==> config.mk <==
export PLATFORM = sky130hd
export DESIGN_NAME = ttt_game_ctrl
export DESIGN_NICKNAME = d
export VERILOG_FILES = /design/src/rtl/ttt_pkg.sv /design/src/rtl/ttt_line_check.sv /design/src/rtl/ttt_game_ctrl.sv
export SDC_FILE = /design/constraint.sdc
export NUM_CORES = 1
export LEC_CHECK = 0
export ABC_AREA = 0
export CAP_MARGIN = 10
export CORE_MARGIN = 4
export CORE_UTILIZATION = 45
export CTS_BUF_LIST = sky130_fd_sc_hd__clkbuf_4 sky130_fd_sc_hd__clkbuf_8
export DETAILED_ROUTE_END_ITERATION = 7
export PLACE_DENSITY = 0.71
export SYNTH_ARGS = -nofsm -noshare
export SYNTH_HDL_FRONTEND = slang
export SYNTH_SLANG_ARGS = --single-unit
export TNS_END_PERCENT = 30
==> constraint.sdc <==
create_clock -name clk -period 3.47 [get_ports clk]
set_clock_uncertainty 0.05 [all_clocks]
set_input_delay 0.694 -clock clk [delete_from_list [all_inputs] [get_ports clk]]
set_output_delay 0.694 -clock clk [all_outputs]
set_load 0.02 [all_outputs]
==> src/rtl/ttt_pkg.sv <==
// Shared definitions for the tic-tac-toe controller.
// Cell and winner codes, FSM encoding and the board slice helper.
package ttt_pkg;

    localparam int NUM_CELLS = 9;

    localparam logic [1:0] CELL_EMPTY = 2'b00;
    localparam logic [1:0] CELL_X     = 2'b01;
    localparam logic [1:0] CELL_O     = 2'b10;

    localparam logic [1:0] WIN_NONE = 2'b00;
    localparam logic [1:0] WIN_P1   = 2'b01;
    localparam logic [1:0] WIN_P2   = 2'b10;
    localparam logic [1:0] WIN_DRAW = 2'b11;

    typedef enum logic [1:0] {
        S_TURN,
        S_CHECK,
        S_OVER
    } state_e;

    // Cell 0 sits in the top bits; returns the low bit of the 2-bit slice.
    function automatic logic [4:0] cell_lo(input logic [3:0] idx);
        return 5'(5'd16 - {idx, 1'b0});
    endfunction

endpackage

==> src/rtl/ttt_line_check.sv <==
// Combinational win detector: any of the 8 lines fully owned by one code.
// Empty code never wins.
module ttt_line_check
    import ttt_pkg::*;
(
    input  logic [17:0] board,
    input  logic [1:0]  code,
    output logic        win
);

    logic [8:0] own;

    for (genvar i = 0; i < NUM_CELLS; i++) begin : g_own
        assign own[i] = (board[cell_lo(4'(i)) +: 2] == code)
                      && (code != CELL_EMPTY);
    end

    assign win = (own[0] & own[1] & own[2])
               | (own[3] & own[4] & own[5])
               | (own[6] & own[7] & own[8])
               | (own[0] & own[3] & own[6])
               | (own[1] & own[4] & own[7])
               | (own[2] & own[5] & own[8])
               | (own[0] & own[4] & own[8])
               | (own[2] & own[4] & own[6]);

endmodule

==> src/rtl/ttt_game_ctrl.sv <==
// Turn sequencer for tic-tac-toe: validates moves, owns the board,
// and declares a win or draw one cycle after each accepted move.
module ttt_game_ctrl
    import ttt_pkg::*;
#(
    parameter logic FIRST_PLAYER = 1'b0
) (
    input  logic        clk,
    input  logic        reset,
    input  logic        new_game,
    input  logic        p1_req,
    input  logic [3:0]  p1_cell,
    input  logic        p2_req,
    input  logic [3:0]  p2_cell,
    output logic        p1_ack,
    output logic        p2_ack,
    output logic        p1_err,
    output logic        p2_err,
    output logic [17:0] board,
    output logic        turn,
    output logic [3:0]  move_count,
    output logic        game_over,
    output logic [1:0]  winner
);

    state_e      state_q, state_d;
    logic [17:0] board_q, board_d;
    logic        turn_q, turn_d;
    logic [3:0]  cnt_q, cnt_d;
    logic        over_q, over_d;
    logic [1:0]  winner_q, winner_d;
    logic        p1_ack_q, p1_ack_d;
    logic        p2_ack_q, p2_ack_d;
    logic        p1_err_q, p1_err_d;
    logic        p2_err_q, p2_err_d;

    logic        cur_req;
    logic        oth_req;
    logic [3:0]  cur_cell;
    logic        cell_in_range;
    logic [4:0]  lo;
    logic        cell_free;
    logic [1:0]  mover_code;
    logic        mover_wins;

    assign cur_req    = turn_q ? p2_req : p1_req;
    assign oth_req    = turn_q ? p1_req : p2_req;
    assign cur_cell   = turn_q ? p2_cell : p1_cell;
    assign mover_code = turn_q ? CELL_O : CELL_X;

    // Out-of-range cells are remapped so the slice read stays on the board.
    assign cell_in_range = cur_cell < 4'(NUM_CELLS);
    assign lo            = cell_lo(cell_in_range ? cur_cell : 4'd0);
    assign cell_free     = cell_in_range
                         && (board_q[lo +: 2] == CELL_EMPTY);

    ttt_line_check u_line_check (
        .board (board_q),
        .code  (mover_code),
        .win   (mover_wins)
    );

    always_comb begin
        state_d  = state_q;
        board_d  = board_q;
        turn_d   = turn_q;
        cnt_d    = cnt_q;
        over_d   = over_q;
        winner_d = winner_q;
        p1_ack_d = 1'b0;
        p2_ack_d = 1'b0;
        p1_err_d = 1'b0;
        p2_err_d = 1'b0;

        if (new_game) begin
            state_d  = S_TURN;
            board_d  = '0;
            turn_d   = FIRST_PLAYER;
            cnt_d    = '0;
            over_d   = 1'b0;
            winner_d = WIN_NONE;
        end else begin
            unique case (state_q)
                S_TURN: begin
                    if (cur_req) begin
                        if (cell_free) begin
                            board_d[lo +: 2] = mover_code;
                            cnt_d   = cnt_q + 4'd1;
                            state_d = S_CHECK;
                            if (turn_q) p2_ack_d = 1'b1;
                            else        p1_ack_d = 1'b1;
                        end else begin
                            if (turn_q) p2_err_d = 1'b1;
                            else        p1_err_d = 1'b1;
                        end
                    end
                    if (oth_req) begin
                        if (turn_q) p1_err_d = 1'b1;
                        else        p2_err_d = 1'b1;
                    end
                end
                S_CHECK: begin
                    p1_err_d = p1_req;
                    p2_err_d = p2_req;
                    if (mover_wins) begin
                        over_d   = 1'b1;
                        winner_d = turn_q ? WIN_P2 : WIN_P1;
                        state_d  = S_OVER;
                    end else if (cnt_q == 4'(NUM_CELLS)) begin
                        over_d   = 1'b1;
                        winner_d = WIN_DRAW;
                        state_d  = S_OVER;
                    end else begin
                        turn_d  = ~turn_q;
                        state_d = S_TURN;
                    end
                end
                S_OVER: begin
                    p1_err_d = p1_req;
                    p2_err_d = p2_req;
                end
                default: state_d = S_TURN;
            endcase
        end
    end

    always_ff @(posedge clk or posedge reset) begin
        if (reset) begin
            state_q  <= S_TURN;
            board_q  <= '0;
            turn_q   <= FIRST_PLAYER;
            cnt_q    <= '0;
            over_q   <= 1'b0;
            winner_q <= WIN_NONE;
            p1_ack_q <= 1'b0;
            p2_ack_q <= 1'b0;
            p1_err_q <= 1'b0;
            p2_err_q <= 1'b0;
        end else begin
            state_q  <= state_d;
            board_q  <= board_d;
            turn_q   <= turn_d;
            cnt_q    <= cnt_d;
            over_q   <= over_d;
            winner_q <= winner_d;
            p1_ack_q <= p1_ack_d;
            p2_ack_q <= p2_ack_d;
            p1_err_q <= p1_err_d;
            p2_err_q <= p2_err_d;
        end
    end

    assign p1_ack     = p1_ack_q;
    assign p2_ack     = p2_ack_q;
    assign p1_err     = p1_err_q;
    assign p2_err     = p2_err_q;
    assign board      = board_q;
    assign turn       = turn_q;
    assign move_count = cnt_q;
    assign game_over  = over_q;
    assign winner     = winner_q;

endmodule
Word level (Yosys, flattened, before mapping). Index checks and enable logic that the tools add are counted.

Add/sub/neg operators: 3. Equal/unequal tests: 17. Mux-type cells: 54. Reduce and logical (&&, ||, !) cells: 23. Shifts and indexed selects: 3. $lt $le $gt $ge: 1. Bitwise gates (word level): 24.

Operators by type and width (count): two-way mux 18 bit (4); two-way mux 1 bit (30); two-way mux 4 bit (6); two-way mux 2 bit (10); bitwise mux 18 bit (1); equality test 2 bit (9); variable shift 2 x 7 -> 18 bit, first input constant (1); indexed part select 18 x 6 -> 2 bit (1); indexed part select 2 x 7 -> 18 bit (1); bitwise AND 1 bit (16); logical AND 1 bit (10); nonzero test 2 bit (5); AND reduction 3 bit (3); negator 5 -> 7 bit (1); OR 1 bit (7); inequality test 2 bit, second input constant (3); inequality test 3 bit, second input constant (2); case mux 2 bit (3 select lines) (1); subtractor 5 bit, first input constant (1); adder 4 x 1 -> 4 bit, second input constant (1); equality test 4 bit, second input constant (1); logical NOT 2 bit (2); less-than comparator 4 bit, second input constant (1); case mux 1 bit (2 select lines) (2); 6 further kinds (6).

Register bits after elaboration: 32. Bits of input ports: 13. Output and inout port bits: 30.

Depth between registers and ports, before layout. Gate-level depths: netlist of the first run.

Depth after elaboration: 15. Gate-level depth with buffers: 16. Mapped depth without buffers: 12.

Cells and area by module. From an unflattened synthesis of the first run, not the netlist that was laid out.

Cells, all modules: 280. Area total of the unflattened synthesis: 2507.4 um^2.

By module, submodules not included: ttt_game_ctrl (instances 1, cells each 222, area each 2078.2 um^2); ttt_line_check (instances 1, cells each 58, area each 429.2 um^2).

Worst setup path after synthesis of the first run. Ideal clock, no wire load.

Path kind: reg-to-reg. Start point: register turn_q, in the netlist turn. End point: register cnt_q[3], in the netlist move_count[3]. Data required time: 3.293 ns. Arrival time: 3.100 ns. Path slack: 0.193 ns. Cell stages (with the launch flop): 16. Path through: dfrtp_1 buf_6 buf_2 buf_2 nand2_1 a21oi_1 inv_1 ha_1 clkbuf_1 nor3_1 a221oi_1 o2bb2ai_1 nand3_2 o31ai_4 nand4_1 mux2_1.

Longest elaborated chain between the ends: 9. Elaborated cells on any way between the ends: 11. Classes of those cells: add/sub: 1; order compare: 1; shift: 1; mux: 3; reduce/logical: 5.

RTL lines: from (decl) (line ttt_game_ctrl.sv:28) `logic turn_q, turn_d;`; from (signal assigned) (line ttt_game_ctrl.sv:142) `turn_q <= turn_d;`; two-way mux 4 bit (line ttt_game_ctrl.sv:48) `assign cur_cell = turn_q ? p2_cell : p1_cell;`; less-than comparator 4 bit (line ttt_game_ctrl.sv:52) `assign cell_in_range = cur_cell < 4'(NUM_CELLS);`; two-way mux 4 bit (line ttt_game_ctrl.sv:53) `assign lo = cell_lo(cell_in_range ? cur_cell : 4'd0);`; subtractor 5 bit (line ttt_pkg.sv:24) `return 5'(5'd16 - {idx, 1'b0});`; indexed part select 18 x 6 -> 2 bit (line ttt_game_ctrl.sv:55) `&& (board_q[lo +: 2] == CELL_EMPTY);`; logical NOT 2 bit (line ttt_game_ctrl.sv:55); logical AND 1 bit (line ttt_game_ctrl.sv:55); nonzero test 2 bit (no line); AND reduction 3 bit (no line) *; to (signal assigned) (line ttt_game_ctrl.sv:143) `cnt_q <= cnt_d;`; to (decl) (line ttt_game_ctrl.sv:29) `logic [3:0] cnt_q, cnt_d;`.

Every way passes the cells marked *; elsewhere a longest branch is shown, timed or not. A chain may end at the register's enable or synchronous reset.

Worst setup path in the final report of the first run.
Start point: input port p2_cell[3]. End point: register cnt_q[3], in the netlist move_count[3].

Longest elaborated chain between the ends: 9.

RTL lines: from (decl) (line ttt_game_ctrl.sv:14) `input logic [3:0] p2_cell,`; two-way mux 4 bit * (line ttt_game_ctrl.sv:48); less-than comparator 4 bit (line ttt_game_ctrl.sv:52); two-way mux 4 bit (line ttt_game_ctrl.sv:53); subtractor 5 bit (line ttt_pkg.sv:24); indexed part select 18 x 6 -> 2 bit (line ttt_game_ctrl.sv:55); logical NOT 2 bit (line ttt_game_ctrl.sv:55); logical AND 1 bit * (line ttt_game_ctrl.sv:55); nonzero test 2 bit (no line) *; AND reduction 3 bit (no line) *.

Marks and branches as above.

==> results of run 1 <==
## how the worst max path moves through the flow
| stage | from | end | slack (ns) |
|---|---|---|---|
| detailed placement | p1_cell[3] | board[2] | -0.33 |
| CTS | p1_cell[3] | move_count[3] | 0.009 |
| finish | p2_cell[3] | move_count[3] | 0.19 |
| global route | p2_cell[3] | move_count[3] | 0.01 |
| global placement | p1_cell[3] | board[7] | -0.25 |
| floorplan | turn | move_count[3] | 0.19 |
## kinds of logic (layout without fill, tap and decap cells)
group	count (synthesis)	after routing	share of synthesized area
compound gates	45	45	0.155
xor+xnor	3	3	0.0117
fa+ha+maj	11	11	0.0604
buf+inv	19	89	0.0397
flops	32	32	0.358
mux	15	15	0.0682
simple gates	120	120	0.307
## power by group through the flow
stage | combinational, mW | sequential (mW) | clock (mW)
after floorplan | 0.360 | 0.454 | 0
after global placement | 0.613 | 0.434 | 0
after detailed placement | 0.624 | 0.436 | 0
after CTS | 0.645 | 0.429 | 0.317
after global routing | 0.714 | 0.434 | 0.331
final | 0.652 | 0.429 | 0.311
## stage by stage
| step | cells | util | area, µm² | TNS, ns | setup slack, ns |
|---|---|---|---|---|---|
| 2_1_floorplan | 245 | - | 2240 | 0 | 0.193 |
| 3_3_place_gp | 374 | 0.609 | 2910 | -4.17 | -0.255 |
| 3_5_place_dp | 374 | 0.609 | 2910 | -6.38 | -0.332 |
| 4_1_cts | 382 | 0.633 | 3030 | 0 | 0.00852 |
| 5_1_grt | 382 | 0.638 | 3050 | 0 | 0.0129 |
| 6_report | 382 | 0.638 | 3050 | 0 | 0.186 |
## per-layer routing
layer  share of wire  up-vias
li1                -     1036
met1            0.44      994
met2            0.49       62
met3           0.052        9
met4           0.014        0
met5               0        -
## placed cells by master, fill, tap and decap left out, types with 9 or more instances in the layout
| cell | Yosys | layout |
|---|---|---|
| nor3_1 | 12 | 11 |
| clkdlybuf4s50_1 | 0 | 41 |
| mux2i_1 | 13 | 13 |
| nand2b_1 | 24 | 24 |
| ha_1 | 10 | 9 |
| buf_4 | 0 | 29 |
| nand2_1 | 11 | 11 |
| dfrtp_1 | 32 | 32 |
| nor2_1 | 29 | 29 |
## state kept, by name, summed over array words and instances (netlist names), 2 cells and up
| name | cells |
|---|---|
| board | 18 |
| move_count | 4 |
| state_q | 2 |
| winner | 2 |
## repair_timing
item / in CTS / in global routing
hold endpoints to repair: 0 / 0
resized for setup: 4 / 5
setup endpoints to repair: 11 / 26
gates cloned: 0 / 0
pin swaps: 1 / 1
## worst max-delay path, delay by kind of cell
family | cells | cell delay [ns]
AOI/OAI and AO/OA | 4 | 0.71
muxes | 2 | 0.61
buffers and inverters | 3 | 0.67
adders and majority gates | 1 | 0.31
and+or+nand+nor | 3 | 0.39
## area by class of cell
class / instances / area, µm²
clock buffers: 8 / 97.6
fillers: 421 / 1730
repair buffers: 72 / 652
inverters: 9 / 33.8
multi-input cells: 194 / 1390
well taps: 67 / 83.8
flip-flops and latches: 32 / 801
==> flow_metrics.env, run 1 <==
export IMPL_drv_cap=0
export IMPL_first_pass_iters=4
export IMPL_status="finished, final reports clean"
export IMPL_netlist_instances=245
export IMPL_r2r_slack_ns=0.47
export IMPL_yosysUniqueCellTypes=54
export IMPL_grt_pass1_wl_mm=10.1
export IMPL_fp_row_count=25
export IMPL_grt_max_degree=23
export IMPL_antenna_left=0
export IMPL_chipHeight_um=78.5
export IMPL_synth_async_sr_flop_share=1.00
export IMPL_drc=0
export IMPL_path_cells="clkdlybuf4s50_1 -> mux2_2 -> a21oi_2 -> inv_1 -> ha_4 -> nor3b_2 -> a2111oi_0 -> o2bb2ai_1 -> nand3_2 -> o31ai_4 -> buf_4 -> nand4_1 -> mux2_1"
export IMPL_endpoint_kind="flop"
export IMPL_clkSlewWorstSetupHoldPaths_ns=0.06
export IMPL_hold_class="flop to flop"
export IMPL_layout_drive_gt1_share=0.175
export IMPL_clock_sink_count=32
export IMPL_final_net_count=337
export IMPL_synth_top_cells_by_count="dfrtp_1 (32), nor2_1 (29), nand2b_1 (24), mux2i_1 (13), nor3_1 (12)"
export IMPL_setup_viol=0
export IMPL_syn2layout_area_growth_pct=36.4
export IMPL_yosysSeqAreaShare=0.358
export IMPL_period_share=0.946
export IMPL_intPower_uw=881
export IMPL_grt_pass1_vias=2149
export IMPL_startpoint_type="primary input"
export IMPL_switching_share=0.367
export IMPL_avgRoutedWirePerCell_um=15.4
export IMPL_clk_latency_ns=0.28
export IMPL_slew_headroom=0.531
export IMPL_grt_use_met1=0.263
export IMPL_crit_type="primary input to flop"
export IMPL_synthMostInstantiatedCell="dfrtp_1"
export IMPL_timing_rr_start="turn"
export IMPL_regToRegEndpoint="move_count[3]"
export IMPL_drt_first_iter_violations=130
export IMPL_min_from="game_over"
export IMPL_avgSynthCellArea_um2=9.14
export IMPL_start_util=0.468
export IMPL_ys_seq_elements=32
export IMPL_p_switching_uw=511
export IMPL_synth_edf_count=0
export IMPL_routed_via_density=5.50
export IMPL_p_leak_nw=1.26
export IMPL_hold_violations=0
export IMPL_pwr_share_seq=0.308
export IMPL_ctsLongestPathBuffers=2
export IMPL_cts_htree_levels=2
export IMPL_worst_path_max_fanout=6
export IMPL_port_buffers=42
export IMPL_grtUsageMet2=0.349
export IMPL_yosysTopAreaCell="dfrtp_1"
export IMPL_min_to="game_over"
export IMPL_totalPowerFinal_mw=1.39
export IMPL_layout_min_cycle_time_ns=3.28
export IMPL_synthTopCellsByArea="dfrtp_1 (36%), nand2b_1 (6.7%), mux2i_1 (5.8%)"
export IMPL_grtUsageMet3=0.0378
export IMPL_power_density_mw_per_mm2=456
export IMPL_dpl_hpwl_mm=4.53
export IMPL_timing_fmax_mhz=305
export IMPL_overflow=0
export IMPL_postCtsSetupRepairBufs=0
export IMPL_grt_busiest_layer="met2"
export IMPL_root_buffer="clkbuf_8"
export IMPL_p_clk_frac=0.223
export IMPL_cts_tree="yes"
export IMPL_r2r_cells=12
export IMPL_crit_required_ns=3.59
export IMPL_slew_viol_final=0
export IMPL_diodes=0
export IMPL_vdd_drop_max_uv=313
export IMPL_grt_antenna_before_repair=0
export IMPL_hold_depth=2
export IMPL_core_mm2=0.00479
export IMPL_slowest_stage="clkdlybuf4s50_1"
export IMPL_worstPathArrival_ns=3.40
export IMPL_gp_congestion=0.887
export IMPL_wirelength_mm=5.89
export IMPL_synth_top_area_share=0.358
export IMPL_fp_dieW_um=78.5
export IMPL_pin_count=43
export IMPL_holdWs_ns=0.460
export IMPL_dieArea_mm2=0.00617
export IMPL_rsz0062_at_grt="no"
export IMPL_numCtsBuffers=5
export IMPL_grt_use_total=0.204
export IMPL_power_frac_comb=0.468
export IMPL_synth_flop_cell="dfrtp_1"
export IMPL_cts_hold_buf=0
export IMPL_slowest_delay_ns=0.42
export IMPL_yosysWarningCount=0
export IMPL_tightest_slew_ns=0.703
export IMPL_num_vias=2101
export IMPL_synth_nets=268
export IMPL_synth_area_mm2=0.00224
Note: power is estimated with default switching activity, not from simulation.
==> inputs of run 2 (changes only) <==
--- a/config.mk
+++ b/config.mk
@@ -11,7 +11,7 @@
 export CORE_UTILIZATION = 45
 export CTS_BUF_LIST = sky130_fd_sc_hd__clkbuf_4 sky130_fd_sc_hd__clkbuf_8
 export DETAILED_ROUTE_END_ITERATION = 7
-export PLACE_DENSITY = 0.71
+export PLACE_DENSITY = 0.74
 export SYNTH_ARGS = -nofsm -noshare
 export SYNTH_HDL_FRONTEND = slang
 export SYNTH_SLANG_ARGS = --single-unit
==> constraint.sdc (replaced) <==
create_clock -name clk -period 2.9 [get_ports clk]
set_clock_uncertainty 0.05 [all_clocks]
set_input_delay 0.58 -clock clk [delete_from_list [all_inputs] [get_ports clk]]
set_output_delay 0.58 -clock clk [all_outputs]
set_load 0.02 [all_outputs]
==> run 2 against run 1 <==
Compared with the run above:
- the flow now finishes with violations (negative setup slack)
- sequential power up 20%
- critical path depth is the same
- sequential cell count is the same
- hold slack worse by 0.0056 ns
- register-to-register slack worse by 0.52 ns
- via count rose by 5.4%
- critical endpoint unchanged
- largest cell class unchanged
==> flow_metrics.env, run 2 (synthesis gave the netlist of run 1 again) <==
export IMPL_status="finished, violations left"
export IMPL_violations="negative setup slack"
export IMPL_avgRoutedWirePerCell_um=16.4
export IMPL_slew_headroom=0.721
export IMPL_first_pass_iters=4
export IMPL_crit_required_ns=3.02
export IMPL_fin_util=0.687
export IMPL_cts_hold_buf=0
export IMPL_port_buffers=42
export IMPL_routed_via_density=5.54
export IMPL_n_fill_cell=380
export IMPL_period_share=1.02
export IMPL_drv_cap=0
export IMPL_grt_pass1_vias=2306
export IMPL_num_vias=2214
export IMPL_dpl_hpwl_mm=4.74
export IMPL_hold_class="flop to flop"
export IMPL_chipHeight_um=78.5
export IMPL_dieArea_mm2=0.00617
export IMPL_cts_htree_levels=2
export IMPL_endpoint_kind="flop"
export IMPL_clock_sink_count=32
export IMPL_cts_tree="yes"
export IMPL_mostFrequentLayoutCells="buf_4 (46), clkdlybuf4s50_1 (36), dfrtp_1 (31)"
export IMPL_start_util=0.468
export IMPL_grt_max_degree=34
export IMPL_grt_use_total=0.228
export IMPL_core_mm2=0.00479
export IMPL_p_leak_nw=1.39
export IMPL_worstPathArrival_ns=3.08
export IMPL_pin_count=43
export IMPL_largest_reg_flops=18
export IMPL_ff_latch_area_um2=802
export IMPL_numCtsBuffers=5
export IMPL_drt_first_iter_violations=183
export IMPL_overflow=0
export IMPL_r2r_slack_ns=-0.05
export IMPL_syn2layout_area_growth_pct=46.8
export IMPL_holdWs_ns=0.454
export IMPL_crit_type="flop to flop"
export IMPL_power_density_mw_per_mm2=565
export IMPL_wirelength_mm=6.55
export IMPL_rsz0062_at_grt="yes"
export IMPL_fin_ws_ns=-0.0531
export IMPL_hold_violations=0
export IMPL_clk_latency_ns=0.28
export IMPL_layout_min_cycle_time_ns=2.95
export IMPL_startpoint_type="flop"
export IMPL_multi_input_area_mm2=0.00147
export IMPL_layout_drive_gt1_share=0.261
export IMPL_worst_path_max_fanout=6
export IMPL_setup_viol=3
export IMPL_timing_fmax_mhz=339
export IMPL_root_buffer="clkbuf_8"
export IMPL_layout_commonest_cell="buf_4"
export IMPL_tightest_slew_ns=0.407
export IMPL_slew_viol_final=0
export IMPL_grt_antenna_before_repair=0
export IMPL_fp_row_count=25
export IMPL_clkSlewWorstSetupHoldPaths_ns=0.07
export IMPL_vdd_drop_max_uv=415
export IMPL_diodes=0
export IMPL_final_net_count=355
export IMPL_gp_congestion=0.899
export IMPL_dp_slack_ns=-0.579
export IMPL_drc=0
export IMPL_antenna_left=0
export IMPL_grt_pass1_wl_mm=11.1
export IMPL_fp_dieW_um=78.5
export IMPL_ctsLongestPathBuffers=2
==> run 2: path summary, 6_finish.rpt <==
path                       depth (start not counted)      start             to
max                                               13       turn  move_count[3]
min                                                2  game_over      game_over
max reg2reg                                       13       turn  move_count[3]
min reg2reg                                        2  game_over      game_over
max in group asynchronous                          3      reset           turn
min in group asynchronous                          3      reset         p2_err
==> run 2: cell type report <==
class / count / share of cell area
Inverter: 9 / 0.0118
Clock buffer: 6 / 0.0232
Timing Repair Buffer: 90 / 0.237
Sequential cell: 32 / 0.244
Clock inverter: 2 / 0.0107
Tap cell: 67 / 0.0255
Multi-Input combinational cell: 194 / 0.447
==> run 2: repair_timing <==
action | in CTS | in global routing
setup buffers | 7 | 2
pin swaps | 9 | 9
resized for setup | 20 | 10
setup endpoints to repair | 26 | 24
cloned | 1 | 0
==> run 2: report_power, final <==
group / internal (mW) / total (mW) / leakage, nW / switching, mW
sequential: 0.477 / 0.515 / 0.441 / 0.0378
clock: 0.264 / 0.422 / 0.0586 / 0.158
combinational: 0.442 / 0.918 / 0.889 / 0.476
total: 1.18 / 1.86 / 1.39 / 0.672
==> run 2: worst max-delay path: stages (launching register included) <==
cell	delay, ns
dfrtp_2	0.46
mux2_4	0.33
a21oi_4	0.13
inv_2	0.07
ha_4	0.29
nor3b_2	0.18
a2111oi_1	0.06
o2bb2ai_1	0.20
buf_4	0.15
nand3_4	0.09
o31ai_4	0.22
buf_6	0.16
nand4_1	0.12
mux2_4	0.32
==> run 2: stage by stage <==
| stage | power (mW) | std cells | TNS, ns | instance area [µm²] |
|---|---|---|---|---|
| after floorplan | 1.02 | 245 | 0 | 2300 |
| after global placement | 1.28 | 382 | -9.74 | 3010 |
| after detailed placement | 1.29 | 382 | -11.32 | 3010 |
| after CTS | 1.79 | 398 | -0.00689 | 3220 |
| after global routing | 1.98 | 400 | -2.62 | 3290 |
| final | 1.86 | 400 | -0.103 | 3290 |
==> run 2: metal layers <==
layer / share of wire / GRT usage
met1: 0.46 / 0.315
met2: 0.45 / 0.341
met3: 0.067 / 0.0550
met4: 0.016 / 0.0909
met5: 0 / 0
